[config.mk]
export PLATFORM = sky130hd
export DESIGN_NAME = ahb_slave_responder
export DESIGN_NICKNAME = d
export VERILOG_FILES = /design/src/rtl/ahb_pkg.sv /design/src/rtl/ahb_byte_lane_decode.sv /design/src/rtl/ahb_slave_responder.sv
export SDC_FILE = /design/constraint.sdc
export NUM_CORES = 2
export LEC_CHECK = 0
export CAP_MARGIN = 10
export CORE_UTILIZATION = 55
export DETAILED_ROUTE_END_ITERATION = 10
export GPL_TIMING_DRIVEN = 0
export PLACE_DENSITY = 0.71
export SETUP_SLACK_MARGIN = 0.15
export SYNTH_ARGS = -nofsm -noshare
export SYNTH_HDL_FRONTEND = slang
export SYNTH_SLANG_ARGS = --single-unit
[constraint.sdc]
create_clock -name Hclk -period 105.3 [get_ports Hclk]
set_input_delay 21.06 -clock Hclk [delete_from_list [all_inputs] [get_ports Hclk]]
set_output_delay 21.06 -clock Hclk [all_outputs]
set_load 0.02 [all_outputs]
[src/rtl/ahb_pkg.sv]
// rtl/ahb_pkg.sv - shared AHB-Lite bus codes and responder state type
package ahb_pkg;

  typedef enum logic [1:0] {
    HTRANS_IDLE   = 2'b00,
    HTRANS_BUSY   = 2'b01,
    HTRANS_NONSEQ = 2'b10,
    HTRANS_SEQ    = 2'b11
  } htrans_e;

  typedef enum logic [2:0] {
    HSIZE_BYTE = 3'b000,
    HSIZE_HALF = 3'b001,
    HSIZE_WORD = 3'b010
  } hsize_e;

  typedef enum logic {
    HRESP_OKAY  = 1'b0,
    HRESP_ERROR = 1'b1
  } hresp_e;

  typedef enum logic [1:0] {
    ST_IDLE,
    ST_WAIT,
    ST_ERR1,
    ST_ERR2
  } resp_state_e;

  // Only NONSEQ and SEQ carry a real transfer; IDLE and BUSY are ignored.
  function automatic logic trans_active(input logic [1:0] trans);
    return (trans == HTRANS_NONSEQ) || (trans == HTRANS_SEQ);
  endfunction

endpackage

[src/rtl/ahb_byte_lane_decode.sv]
// rtl/ahb_byte_lane_decode.sv - transfer size and low address to byte-lane strobes
module ahb_byte_lane_decode
  import ahb_pkg::*;
(
  input  logic [2:0] hsize,
  input  logic [1:0] addr_lo,
  output logic [3:0] lanes,
  output logic       misalign
);

  // Little-endian lane select; oversize transfers get no lanes and are
  // rejected by the size check in the responder.
  always_comb begin
    lanes    = 4'b0000;
    misalign = 1'b0;
    case (hsize)
      HSIZE_BYTE: lanes = 4'b0001 << addr_lo;
      HSIZE_HALF: begin
        lanes    = addr_lo[1] ? 4'b1100 : 4'b0011;
        misalign = addr_lo[0];
      end
      HSIZE_WORD: begin
        lanes    = 4'b1111;
        misalign = |addr_lo;
      end
      default: ;
    endcase
  end

endmodule

[src/rtl/ahb_slave_responder.sv]
// rtl/ahb_slave_responder.sv - AHB-Lite responder with register bank, wait states and ERROR response
module ahb_slave_responder
  import ahb_pkg::*;
#(
  parameter logic [31:0] BASE_ADDR   = 32'h8000_0000,
  parameter int          DEPTH       = 64,
  parameter int          WAIT_STATES = 0
)(
  input  logic        Hclk,
  input  logic        Hreset,
  input  logic        Hselx,
  input  logic        Hwrite,
  input  logic        Hreadyin,
  input  logic [1:0]  Htrans,
  input  logic [2:0]  Hsize,
  input  logic [31:0] Haddr,
  input  logic [31:0] Hwdata,
  output logic [31:0] Hrdata,
  output logic        Hreadyout,
  output logic        Hresp
);

  localparam int          IDX_W     = $clog2(DEPTH);
  localparam logic [31:0] SPAN      = 32'(4 * DEPTH);
  localparam logic [3:0]  WAIT_INIT = 4'(WAIT_STATES);

  resp_state_e      state;
  logic [3:0]       wait_cnt;
  logic [IDX_W-1:0] lat_idx;
  logic [3:0]       lat_lanes;
  logic             lat_write;
  logic [31:0]      bank [DEPTH];

  logic [31:0] offset;
  logic        in_range;
  logic [3:0]  lanes;
  logic        misalign;
  logic        addr_err;
  logic        phase_done;
  logic        accept;
  logic        commit;

  ahb_byte_lane_decode u_lane_decode (
    .hsize    (Hsize),
    .addr_lo  (Haddr[1:0]),
    .lanes    (lanes),
    .misalign (misalign)
  );

  // Offset is only meaningful when in range, which also bounds the index.
  assign offset     = Haddr - BASE_ADDR;
  assign in_range   = (Haddr >= BASE_ADDR) && (offset < SPAN);
  assign addr_err   = !in_range || (Hsize > HSIZE_WORD) || misalign;

  // A cycle completes the current data phase when idle, in ERR2, or when
  // the wait counter has run out; only then may a new address phase land.
  assign phase_done = (state == ST_IDLE) || (state == ST_ERR2) ||
                      ((state == ST_WAIT) && (wait_cnt == 4'd0));
  assign accept     = phase_done && Hselx && Hreadyin && trans_active(Htrans);
  assign commit     = (state == ST_WAIT) && (wait_cnt == 4'd0) && lat_write;

  // Response FSM with wait counter; outputs registered alongside the state.
  always_ff @(posedge Hclk or posedge Hreset) begin
    if (Hreset) begin
      state     <= ST_IDLE;
      wait_cnt  <= 4'd0;
      lat_idx   <= '0;
      lat_lanes <= 4'b0000;
      lat_write <= 1'b0;
      Hreadyout <= 1'b1;
      Hresp     <= HRESP_OKAY;
    end else if (phase_done) begin
      if (accept && addr_err) begin
        state     <= ST_ERR1;
        wait_cnt  <= 4'd0;
        lat_write <= 1'b0;
        Hreadyout <= 1'b0;
        Hresp     <= HRESP_ERROR;
      end else if (accept) begin
        state     <= ST_WAIT;
        wait_cnt  <= WAIT_INIT;
        lat_idx   <= offset[IDX_W+1:2];
        lat_lanes <= lanes;
        lat_write <= Hwrite;
        Hreadyout <= (WAIT_INIT == 4'd0);
        Hresp     <= HRESP_OKAY;
      end else begin
        state     <= ST_IDLE;
        lat_write <= 1'b0;
        Hreadyout <= 1'b1;
        Hresp     <= HRESP_OKAY;
      end
    end else if (state == ST_ERR1) begin
      state     <= ST_ERR2;
      Hreadyout <= 1'b1;
      Hresp     <= HRESP_ERROR;
    end else begin
      wait_cnt  <= wait_cnt - 4'd1;
      Hreadyout <= (wait_cnt == 4'd1);
    end
  end

  // Bank storage; byte lanes commit on the edge that ends an OKAY write phase.
  always_ff @(posedge Hclk or posedge Hreset) begin
    if (Hreset) begin
      for (int i = 0; i < DEPTH; i++) begin
        bank[i] <= 32'h0;
      end
    end else if (commit) begin
      for (int b = 0; b < 4; b++) begin
        if (lat_lanes[b]) begin
          bank[lat_idx][8*b +: 8] <= Hwdata[8*b +: 8];
        end
      end
    end
  end

  // Read data is only driven during a read data phase so the bus sees zero otherwise.
  always_comb begin
    Hrdata = 32'h0;
    if ((state == ST_WAIT) && !lat_write) begin
      Hrdata = bank[lat_idx];
    end
  end

endmodule

==> reports/qor.yml <==
run_status:
  status: "finished clean"
placement:
  dp_hpwl_um: 227000
  gp_congestion: 1.005
  placement.io_buffers: 74
  placed_cells: 8938
synth:
  seq_area_frac_synth_pct: 55.71
  syn_inst: 6636
  synth_nets: 6714
  yosys_warnings: 0
  synthTopCellsByArea: "dfrtp_1 56%, mux2_2 24%, a22oi_1 3.9%, mux4_2 3.4%, nor2_2 1.6%"
  synth_ff_type: "dfrtp_1"
  async_flop_share_pct: 100.0
  synthesis.area_um2: 92810
  synth_area_per_cell_um2: 13.99
  yosysTopAreaCell: "dfrtp_1"
  yosysTopAreaCellShare_pct: 55.68
  synth_seq_cells: 2066
  synth-edff-count: 0
  synth.distinct_cells: 57
drt:
  wirelength_um: 298800
  detail_route.vias_per_cell: 6.589
  drc: 0
  detail-route-antenna-nets: 0
  vias: 61480
  dr.pass1.iters: 7
  wl_per_cell_um: 32.03
  drt-initial-drc-count: 5837
clock_network:
  clock_sinks: 2066
  root_buffer: "clkbuf_16"
  ctsLongestPathBuffers: 3
  cts_resized: 0
  cts_tree: "yes"
  insertion_delay_ns: 0.87
  cts_buffers: 208
  holdBufCountCts: 0
  htree_levels: 4
  post_cts_buffers: 0
  clk_pin_slew_ns: 0.06
sta:
  slew_violations: 0
  setup-tns-final_ns: 0
  hold_viol: 0
  fmax_mhz: 36.49
  fin_crit_sh_pct: 26.02
  rsz0062_at_grt: "false"
  worstMarginPinSlew_ns: 1.440
  relSlewSlack_pct: 4.016
  min_period_ns: 27.40
  setup_viol: 0
  clock-skew-final_ns: 0.03479
cells_and_area:
  layoutNonFillerInstCount: 9330
  mostFrequentLayoutCells: "2,065 x dfrtp_1, 1,972 x mux2_2, 483 x a22oi_1"
  fillerInstances: 12850
  final_common_cell: "dfrtp_1"
  final_net_count: 7022
  layout-drive-gt1-share_pct: 39.52
  area_delta_synth_final_pct: 11.74
global_route:
  grtUsageMet3_pct: 9.633
  grt_pass1_wl_um: 431400
  grt_pass1_vias: 62920
  track_usage_pct: 35.20
  busiest_layer: "met2"
  grtUsageMet1_pct: 46.78
  overflow: 0
  grt_start_max_net_pins: 138
  gr-usage-met2_pct: 53.15
  antenna_found_initial: 8
flow_run:
  cap_violations: 0
hold_path:
  hp-class: "flop to flop"
  worstHoldStart: "bank[619]"
floorplan:
  die_y_um: 412.8
  initial_core_util_pct: 55.44
  ioPinCount: 108
  die_w_um: 412.8
  core_area_um2: 167400
  dieArea_um2: 170400
  fp-row-count: 150
setup_path:
  critPathRequiredTime_ns: 84.24
  path_max_fanout: 10
  cp_data_arrival_time_ns: 6.34
  timing.rr.start: "lat_idx[1]"
  cp-end-kind: "output port"
  startpoint: "lat_idx[2]"
  crit_type: "flop to output port"
  worstSetupStartpointType: "flop"
power:
  leakage_nw: 47.46
  p_per_area_nw_per_um2: 15.24
  vdd_drop_max_mv: 0.01830
==> through the flow <==
stage / util (%) / worst slack, ns / total power [mW] / instance area [µm²] / hold WS [ns]
after global placement: 57.53 / 6.445 / 0.8536 / 96310 / 0.4630
after detailed placement: 57.88 / 79.00 / 0.8534 / 96900 / 0.4722
after global routing: 61.92 / 77.99 / 1.619 / 103700 / 0.4949
after floorplan: - / 25.88 / 0.8361 / 92810 / 0.4497
after CTS: 61.92 / 78.09 / 1.582 / 103700 / 0.4853
final: 61.95 / 77.90 / 1.580 / 103700 / 0.4838
==> final cells by class <==
type	instances	area (µm²)	share of cell area, %
Antenna cell	19	47.55	0.04585
Buffer	541	2147	2.070
Clock buffer	314	6107	5.889
Clock inverter	59	649.4	0.6262
Inverter	11	48.80	0.04705
Multi-Input combinational cell	4018	38930	37.54
Sequential cell	2066	51700	49.85
Tap cell	2204	2758	2.659
Timing Repair Buffer	98	1310	1.263
==> cell usage after synthesis, drive strengths merged (8+ instances only) <==
master     n
nor3      90
mux2    2060
nand2    181
inv       11
o22a      32
o21ai     16
a222oi    31
nand4     58
clkbuf   388
nor4      36
a22oi    483
a41oi     30
a221oi   132
o22ai    120
buf      153
mux4     139
a21oi     67
mux2i    131
a22o      33
dfrtp   2065
nand3      8
nor2     303
==> final timing paths <==
check / end / slack (ns) / depth (start not counted)
worst min-delay path: bank[619] / 0.48 / 1
worst min register to register: bank[619] / 0.48 / 1
worst max-delay path: Hrdata[1] / 77.90 / 10
min in group asynchronous: bank[1223] / 20.66 / 2
worst max register to register: bank[1221] / 100.69 / 6
max in group asynchronous: bank[1147] / 81.57 / 7
==> metal layers <==
metal  vias to the layer above  routed length (µm)
met5                         -                  53
met4                         8               16930
met3                       594               28180
met2                      2799              134700
met1                     32550              119000
li1                      25520                   -
==> worst max-delay path, stage by stage, from the launching register on <==
cell and delay, ns:
dfrtp_1 0.32, buf_2 0.21, buf_2 0.50, buf_2 0.52
buf_2 0.72, buf_2 0.54, a221oi_1 0.10, o211ai_1 0.62
a21oi_1 0.15, a31oi_1 0.95, clkdlybuf4s50_1 0.79
==> report_power, final <==
group          internal [mW]  switching, mW  leakage, nW
Sequential             0.795       0.000798         28.9
Combinational        0.00735         0.0367         15.3
Clock                  0.423          0.317         3.33
Total                   1.23          0.355         47.5
==> flip-flops by register name, indices dropped and copies added, names as in the netlist <==
name / count
bank: 2048
lat_lanes: 4
lat_idx: 6
Hresp: 1
lat_write: 1
state: 1
wait_cnt: 4
Hreadyout: 1
==> cells by family after synthesis <==
family | share of synthesized area (%)
fa+ha+maj | 0.05393
xor+xnor | 0.01888
compound gates | 7.787
buf+inv | 2.350
simple gates | 4.305
flops | 55.71
mux | 29.78
Note: power is estimated with default switching activity, not from simulation.
